===== config.mk =====
export PLATFORM = sky130hd
export DESIGN_NAME = actuator_pwm_driver
export DESIGN_NICKNAME = d
export VERILOG_FILES = /design/src/rtl/actuator_pwm_driver.sv
export SDC_FILE = /design/constraint.sdc
export NUM_CORES = 1
export LEC_CHECK = 0
export CELL_PAD_IN_SITES_DETAIL_PLACEMENT = 0
export CELL_PAD_IN_SITES_GLOBAL_PLACEMENT = 1
export CORE_MARGIN = 3
export CORE_UTILIZATION = 25
export CTS_CLUSTER_DIAMETER = 200
export DETAILED_ROUTE_END_ITERATION = 12
export PLACE_DENSITY_LB_ADDON = 0.3
export SLEW_MARGIN = 20
export SYNTH_ARGS = -nofsm -noshare
export SYNTH_HDL_FRONTEND = slang
export SYNTH_SLANG_ARGS = --single-unit
export TNS_END_PERCENT = 5

===== constraint.sdc =====
create_clock -name clk -period 7.64 [get_ports clk]
set_input_delay 2.292 -clock clk [delete_from_list [all_inputs] [get_ports clk]]
set_output_delay 2.292 -clock clk [all_outputs]
set_load 0.01 [all_outputs]

===== src/rtl/actuator_pwm_driver.sv =====
// actuator_pwm_driver: saturated PWM plus H-bridge direction from a signed command, with the period timebase.
// Macro ACT_SLEW_EN enables slew limiting, ramp-down before reversal and the DRAIN state.
module actuator_pwm_driver #(
  parameter int PERIOD   = 1000,
  parameter int MAX_STEP = 64
) (
  input  logic        clk,
  input  logic        rst,
  input  logic        enable,
  input  logic [15:0] u_in,
  input  logic        u_valid,
  output logic        pwm_out,
  output logic        dir,
  output logic [15:0] duty,
  output logic        sat_flag,
  output logic        period_start,
  output logic        busy
);
  typedef enum logic [1:0] {IDLE, RUN, DRAIN} state_t;
`ifdef ACT_SLEW_EN
  localparam bit SLEW = 1'b1;
  localparam logic [15:0] STEP = 16'(MAX_STEP < PERIOD ? MAX_STEP : PERIOD);
`else
  // a step no smaller than the full period turns the ramp into a direct jump
  localparam bit SLEW = 1'b0;
  localparam logic [15:0] STEP = 16'(MAX_STEP > PERIOD && MAX_STEP < 32768 ? MAX_STEP : PERIOD);
`endif
  localparam logic [15:0] P16  = 16'(PERIOD);
  localparam logic [15:0] LAST = 16'(PERIOD - 1);
  state_t state, state_nxt;
  logic [15:0] cnt, shadow, tgt, dn, up, duty_nxt;
  logic [16:0] mag;
  logic upd, same, ramp, dir_nxt, sat_nxt;
  always_comb begin
    upd = (state == IDLE) ? enable : (cnt == LAST);
    mag = shadow[15] ? 17'd0 - {1'b1, shadow} : {1'b0, shadow};
    sat_nxt = enable && (mag > {1'b0, P16});
    tgt = !enable ? 16'd0 : sat_nxt ? P16 : mag[15:0];
    same = (tgt == 16'd0) || (shadow[15] == dir);
    ramp = SLEW && (duty != 16'd0);
    dn = (duty > STEP) ? duty - STEP : 16'd0;
    up = duty + STEP;
    duty_nxt = !same ? (ramp ? dn : (tgt < STEP ? tgt : STEP))
             : (duty > tgt) ? (dn > tgt ? dn : tgt) : (up < tgt ? up : tgt);
    dir_nxt = (!same && !ramp) ? shadow[15] : dir;
    state_nxt = (state == IDLE) ? (enable ? RUN : IDLE)
              : !upd ? state
              : enable ? RUN
              : (SLEW && (state == RUN || duty != 16'd0)) ? DRAIN : IDLE;
  end
  always_ff @(posedge clk or posedge rst) begin
    if (rst) begin
      state        <= IDLE;
      cnt          <= '0;
      shadow       <= '0;
      duty         <= '0;
      dir          <= 1'b0;
      sat_flag     <= 1'b0;
      pwm_out      <= 1'b0;
      period_start <= 1'b0;
    end else begin
      state        <= state_nxt;
      cnt          <= (state == IDLE || cnt == LAST) ? 16'd0 : cnt + 16'd1;
      shadow       <= u_valid ? u_in : shadow;
      pwm_out      <= (state_nxt != IDLE) && (cnt < duty);
      period_start <= upd && (state_nxt != IDLE);
      if (upd) begin
        duty     <= duty_nxt;
        dir      <= dir_nxt;
        sat_flag <= sat_nxt;
      end
    end
  end
  assign busy = (state != IDLE);
endmodule


==> results.cfg, run 1 <==
[pwr]
power.density_nw_per_um2 = 112
ir_drop_uv = 86.0
leakage_uw = 0.00254

[sta]
fin_setup_tns_ns = 0
max_freq_mhz = 160
slew_headroom_pct = 38.9
period_share_pct = 81.6
worst_pin_slew_ns = 0.907
clock_skew_ns = 0.00912
rsz0062_at_grt = no
fin_hold_ws_ns = 0.492
hold_viol_final = 0
fin_crit_ns = 6.23
finalSetupViolCount = 0
drv_slew = 0

[grt]
gr-total-overflow = 0
grt_start_max_net_pins = 55
grt_pass1_wl_um = 24500
grt_usage_pct = 14.1
antenna_found_initial = 0
grt_pass1_vias = 4440

[synth]
yosysWarnings = 0
synth_top_cell_area_share_pct = 26.8
avgSynthCellArea_sq_um = 8.62
yosys_register_bits = 54
synth_cell_types = 76
synth-edff-count = 0
ys.flop_type = dfrtp_1
postSynthCellCount = 586
ys_seq_area_share_pct = 26.8
synth_area_leader_cell = dfrtp_1
ys_top_cells_by_area = dfrtp_1 27%, ha_1 16%, xnor2_1 4.3%, nand2_1 3.8%, o21ai_0 3.6%
syn_area_sq_um = 5050
async_reset_ff_share_pct = 100

[die]
die_w_um = 148
start_util_pct = 25.7
io_pins = 41
dieHeight_um = 148
coreArea_sq_um = 19700
die_area_sq_um = 21900
rows = 51

[layout]
antenna_cells = 0
layout_common_cells = 64 x ha_1, 54 x dfrtp_1, 51 x nand2_1
fillers = 2111
nNetsFinal = 717
seqCellArea_sq_um = 1350
final_common_cell = ha_1
syn_to_final_growth_pct = 17.3
multi_input_area_sq_um = 3530
drive_above_1_share_pct = 7.57

[worst_setup_path]
worst-endpoint-required_ns = 7.84
crit_path_start_kind = primary input
ff2ff_setup_slack_ns = 2.03
end_kind = flop
path_class = primary input to flop
arrival_ns = 6.43
path_max_fanout = 13

[detailed_routing]
final_antenna_net_count = 0
vias = 4451
vias_per_cell = 4.95
wl_per_cell_um = 16.9
dr.pass1.iters = 4
first_iter_violations = 204
drc_errors = 0
wirelength_um = 15200

[clock_network]
cts_buffers = 5
post-cts-setup-buffers = 0
clock_latency_ns = 0.31
cts_hold_buf = 0
cts.sinks = 54
cts_max_level = 2
clk_pin_slew_worst_paths_ns = 0.08
cts_tree = done
cts.path.max_buffers = 2
clock-root-buffer = clkbuf_16
cts_resized = 0

[min_path]
hp-class = flop to flop

[run_status]
status = complete, no violations

[placed_design]
dp_hpwl_um = 11900
portBuffers = 40
gp_congestion = 0.855

[run]
maxCapViolCount = 0
-- synthesized netlist by cell type (all sizes together) (3+ instances only) --
master  count
o22ai       3
nand4      12
nand3      22
and3        4
buf         6
o211ai      3
a21oi      35
nor2b       4
nor4        9
or2         3
nand2      51
nand2b      7
xor2       19
and2        6
or4         4
xnor2      25
mux2       13
or3         8
a211oi      3
o31ai       6
a21o       13
a22oi       6
o21bai      3
o32ai       3
a221oi      4
nor3       12
inv        33
o21ai      47
o21a        3
o41ai       3
clkbuf     15
dfrtp      54
nor2       48
ha         64
-- kinds of logic after synthesis --
family	synth area share [%]
simple gates	21.1
fa+ha+maj	15.9
flops	26.8
compound gates	20.6
mux	3.29
xor+xnor	7.63
other cells	0.0742
buf+inv	4.66
-- worst max-delay path, cell delays in order --
cell             delay, ns
clkdlybuf4s50_1       0.46
buf_4                 0.16
inv_1                 0.16
a41oi_1               0.46
inv_1                 0.22
ha_1                  0.34
nand4_1               0.10
nor3_1                0.29
o31ai_1               0.12
a21oi_1               0.62
and4b_1               0.45
a21oi_1               0.33
a21oi_2               0.14
a2bb2o_4              0.24
o21ai_2               0.04
-- final timing paths --
path                       startpoint      endpoint  cells past startpoint
min in group asynchronous         rst  period_start                      3
max in group asynchronous         rst       duty[2]                      3
hold / removal               state[1]      state[1]                      1
setup / recovery               enable       duty[6]                     15
hold reg to reg              state[1]      state[1]                      1
setup reg to reg            shadow[6]       duty[6]                     15
-- state kept, by name (all words and copies together) (netlist names) --
name and flops:
cnt 16, duty 16, shadow 16, state 2
dir 1, period_start 1, pwm_out 1, sat_flag 1
-- per-stage QoR --
stage	setup slack (ns)	total power, uW	area (sq um)	util [%]	instances
6_report	1.41	662	5930	30.2	899
5_1_grt	1.02	700	5930	30.2	899
4_1_cts	1.39	676	5930	30.2	899
3_5_place_dp	1.09	427	5780	29.4	891
3_3_place_gp	1.25	424	5780	29.4	891
2_1_floorplan	2.27	394	5110	-	603
-- routing by layer --
metal	GRT usage [%]	vias to the layer above	part of all wire [%]
li1	-	2213	-
met1	18.7	2137	48
met2	23.8	82	47
met3	2.22	19	3.4
met4	4.06	0	1.8
met5	0	-	0
-- report_power, final --
group / total (uW) / internal (uW) / switching (uW)
logic: 111 / 47.9 / 63.6
registers: 309 / 294 / 15.2
clock network: 242 / 123 / 119
total: 662 / 465 / 197
-- area by class of cell --
type                    instances  share of cell area (%)
multi-input cells             493                    59.6
clock inverters                 3                   0.401
inverters                      35                    2.22
well taps                     265                    5.60
repair buffers                 44                    7.26
clock buffers                   5                    2.11
flip-flops and latches         54                    22.8
No activity file was read; power rests on OpenSTA's default activity.
==> run 2, diff against run 1 <==
Clock period 7.64 ns to 5.3 ns, I/O delays scaled along.
==> run 2 against run 1 <==
Compared with the run above:
- routed wire length is 1.3% lower
- global-route usage is 0.14 points lower
- highest routed layer unchanged
- critical path depth is 2 higher
- non-clock buffer count is 11 higher
- design area is 2.1% higher
- largest power group unchanged
- total power is 54% higher
- clock power is 68% higher
==> results.cfg, run 2 (synthesis results as in run 1) <==
[clock_network]
post-cts-setup-buffers = 0
clock-root-buffer = clkbuf_16
cts_buffers = 5
clock_latency_ns = 0.31
cts_hold_buf = 0
cts_tree = done
cts_max_level = 2
cts.sinks = 54
cts.path.max_buffers = 2
clk_pin_slew_worst_paths_ns = 0.07

[die]
start_util_pct = 25.7
die_w_um = 148
rows = 51
coreArea_sq_um = 19700
dieHeight_um = 148
io_pins = 41
die_area_sq_um = 21900

[min_path]
hp-class = flop to flop

[sta]
hold_viol_final = 0
drv_slew = 0
fin_hold_ws_ns = 0.479
finalSetupViolCount = 0
clock_skew_ns = 0.00372
slew_headroom_pct = 43.3
fin_setup_tns_ns = 0
period_share_pct = 91.2
worst_pin_slew_ns = 0.851
max_freq_mhz = 207
fin_crit_ns = 4.84
rsz0062_at_grt = no

[worst_setup_path]
path_max_fanout = 9
cp_slowest_cell = or3_1
arrival_ns = 5.08
crit_chain = or3_1 -> nor4_4 -> xnor2_1 -> o41ai_4 -> nand3_4 -> nor2_1 -> nand3_1 -> ha_1 -> nor2b_1 -> o21ai_0 -> a21oi_1 -> o21ai_1 -> and4b_2 -> a21oi_1 -> a21oi_2 -> a2bb2o_4 -> o21ai_2
worst-endpoint-required_ns = 5.54
crit_top_cell = a21oi_1
path_class = flop to flop
cp_slowest_stage_delay_ns = 0.56
end_kind = flop
crit_path_start_kind = flop

[grt]
antenna_found_initial = 0
gr-total-overflow = 0
grt_pass1_vias = 4423
grt_usage_pct = 14.0
grt_start_max_net_pins = 55
grt_pass1_wl_um = 24500

[detailed_routing]
vias = 4491
dr.pass1.iters = 5
drc_errors = 0
vias_per_cell = 4.94
first_iter_violations = 169
final_antenna_net_count = 0
wl_per_cell_um = 16.4
wirelength_um = 15000

[layout]
drive_above_1_share_pct = 9.61
largestRegisters = cnt x16, duty x16, shadow x16
final_common_cell = ha_1
fillers = 2147
nNetsFinal = 728
layout_common_cells = 64 x ha_1, 54 x dfrtp_1, 51 x nand2_1
postLayoutCoreUtil_pct = 30.8
fin_area_sq_um = 6050
syn_to_final_growth_pct = 19.7
antenna_cells = 0

[placed_design]
gp_congestion = 0.855
place_area_sq_um = 5860
dp_hpwl_um = 11800
portBuffers = 40

[run]
maxCapViolCount = 0

[run_status]
status = complete, no violations

[pwr]
leakage_uw = 0.00262
power.density_nw_per_um2 = 168
ir_drop_uv = 120
==> run 2: power by group <==
part | switching, uW | internal, uW | leakage [uW]
clock network | 168 | 238 | 0.0000875
registers | 16.6 | 423 | 0.000685
logic | 98.5 | 73.4 | 0.00184
total | 283 | 735 | 0.00262
==> run 2: final timing paths <==
| path | startpoint | endpoint | slack, ns | cells past startpoint |
|---|---|---|---|---|
| worst max-delay path | shadow[3] | duty[6] | 0.46 | 17 |
| worst min-delay path | state[0] | state[0] | 0.48 | 2 |
| worst max register to register | shadow[3] | duty[6] | 0.46 | 17 |
| worst min register to register | state[0] | state[0] | 0.48 | 2 |
| max in group asynchronous | rst | shadow[11] | 3.01 | 3 |
| min in group asynchronous | rst | period_start | 1.81 | 3 |
==> run 2: what timing repair did <==
| action | in CTS | in global routing |
|---|---|---|
| hold endpoints to repair | 0 | 0 |
| setup endpoints to repair | 0 | 11 |
| resized for setup | 0 | 4 |
==> run 2: layer usage <==
metal	share of wire [%]	track usage [%]	vias to the layer above	routed length [um]
met4	2.5	5.08	0	379
met2	46	22.3	107	6820
met1	47	18.9	2117	7040
met3	4.8	2.53	26	722
met5	0	0	-	0
li1	-	-	2241	-
==> run 2: worst max-delay path, delay by kind of cell, from the launching register on <==
kind / cells / cell delay (ns)
adders and majority gates: 1 / 0.36
AOI/OAI and AO/OA: 8 / 1.61
and+or+nand+nor: 7 / 2.23
xor gates and xnor gates: 1 / 0.13
DFF: 1 / 0.43
==> run 2: layout make-up <==
type	instances	area (sq um)	share of cell area (%)
flip-flops and latches	54	1350	22.3
clock buffers	6	139	2.30
repair buffers	55	513	8.48
well taps	265	332	5.48
multi-input cells	493	3540	58.6
inverters	35	131	2.17
clock inverters	2	38.8	0.641
==> run 2: through the flow <==
stage               setup slack [ns]  instances  total power [uW]
floorplan                      0.630        603               569
global placement               0.251        902               616
detailed placement             0.227        902               620
CTS                            0.252        910              1030
global route                  0.0520        910              1070
finish                         0.464        910              1020
==> run 3, diff against run 2 <==
Settings changed: CTS_CLUSTER_DIAMETER 200 to 60.
==> results of run 3 <==
The final DEF is identical to that of run 2; final timing and power are the same.
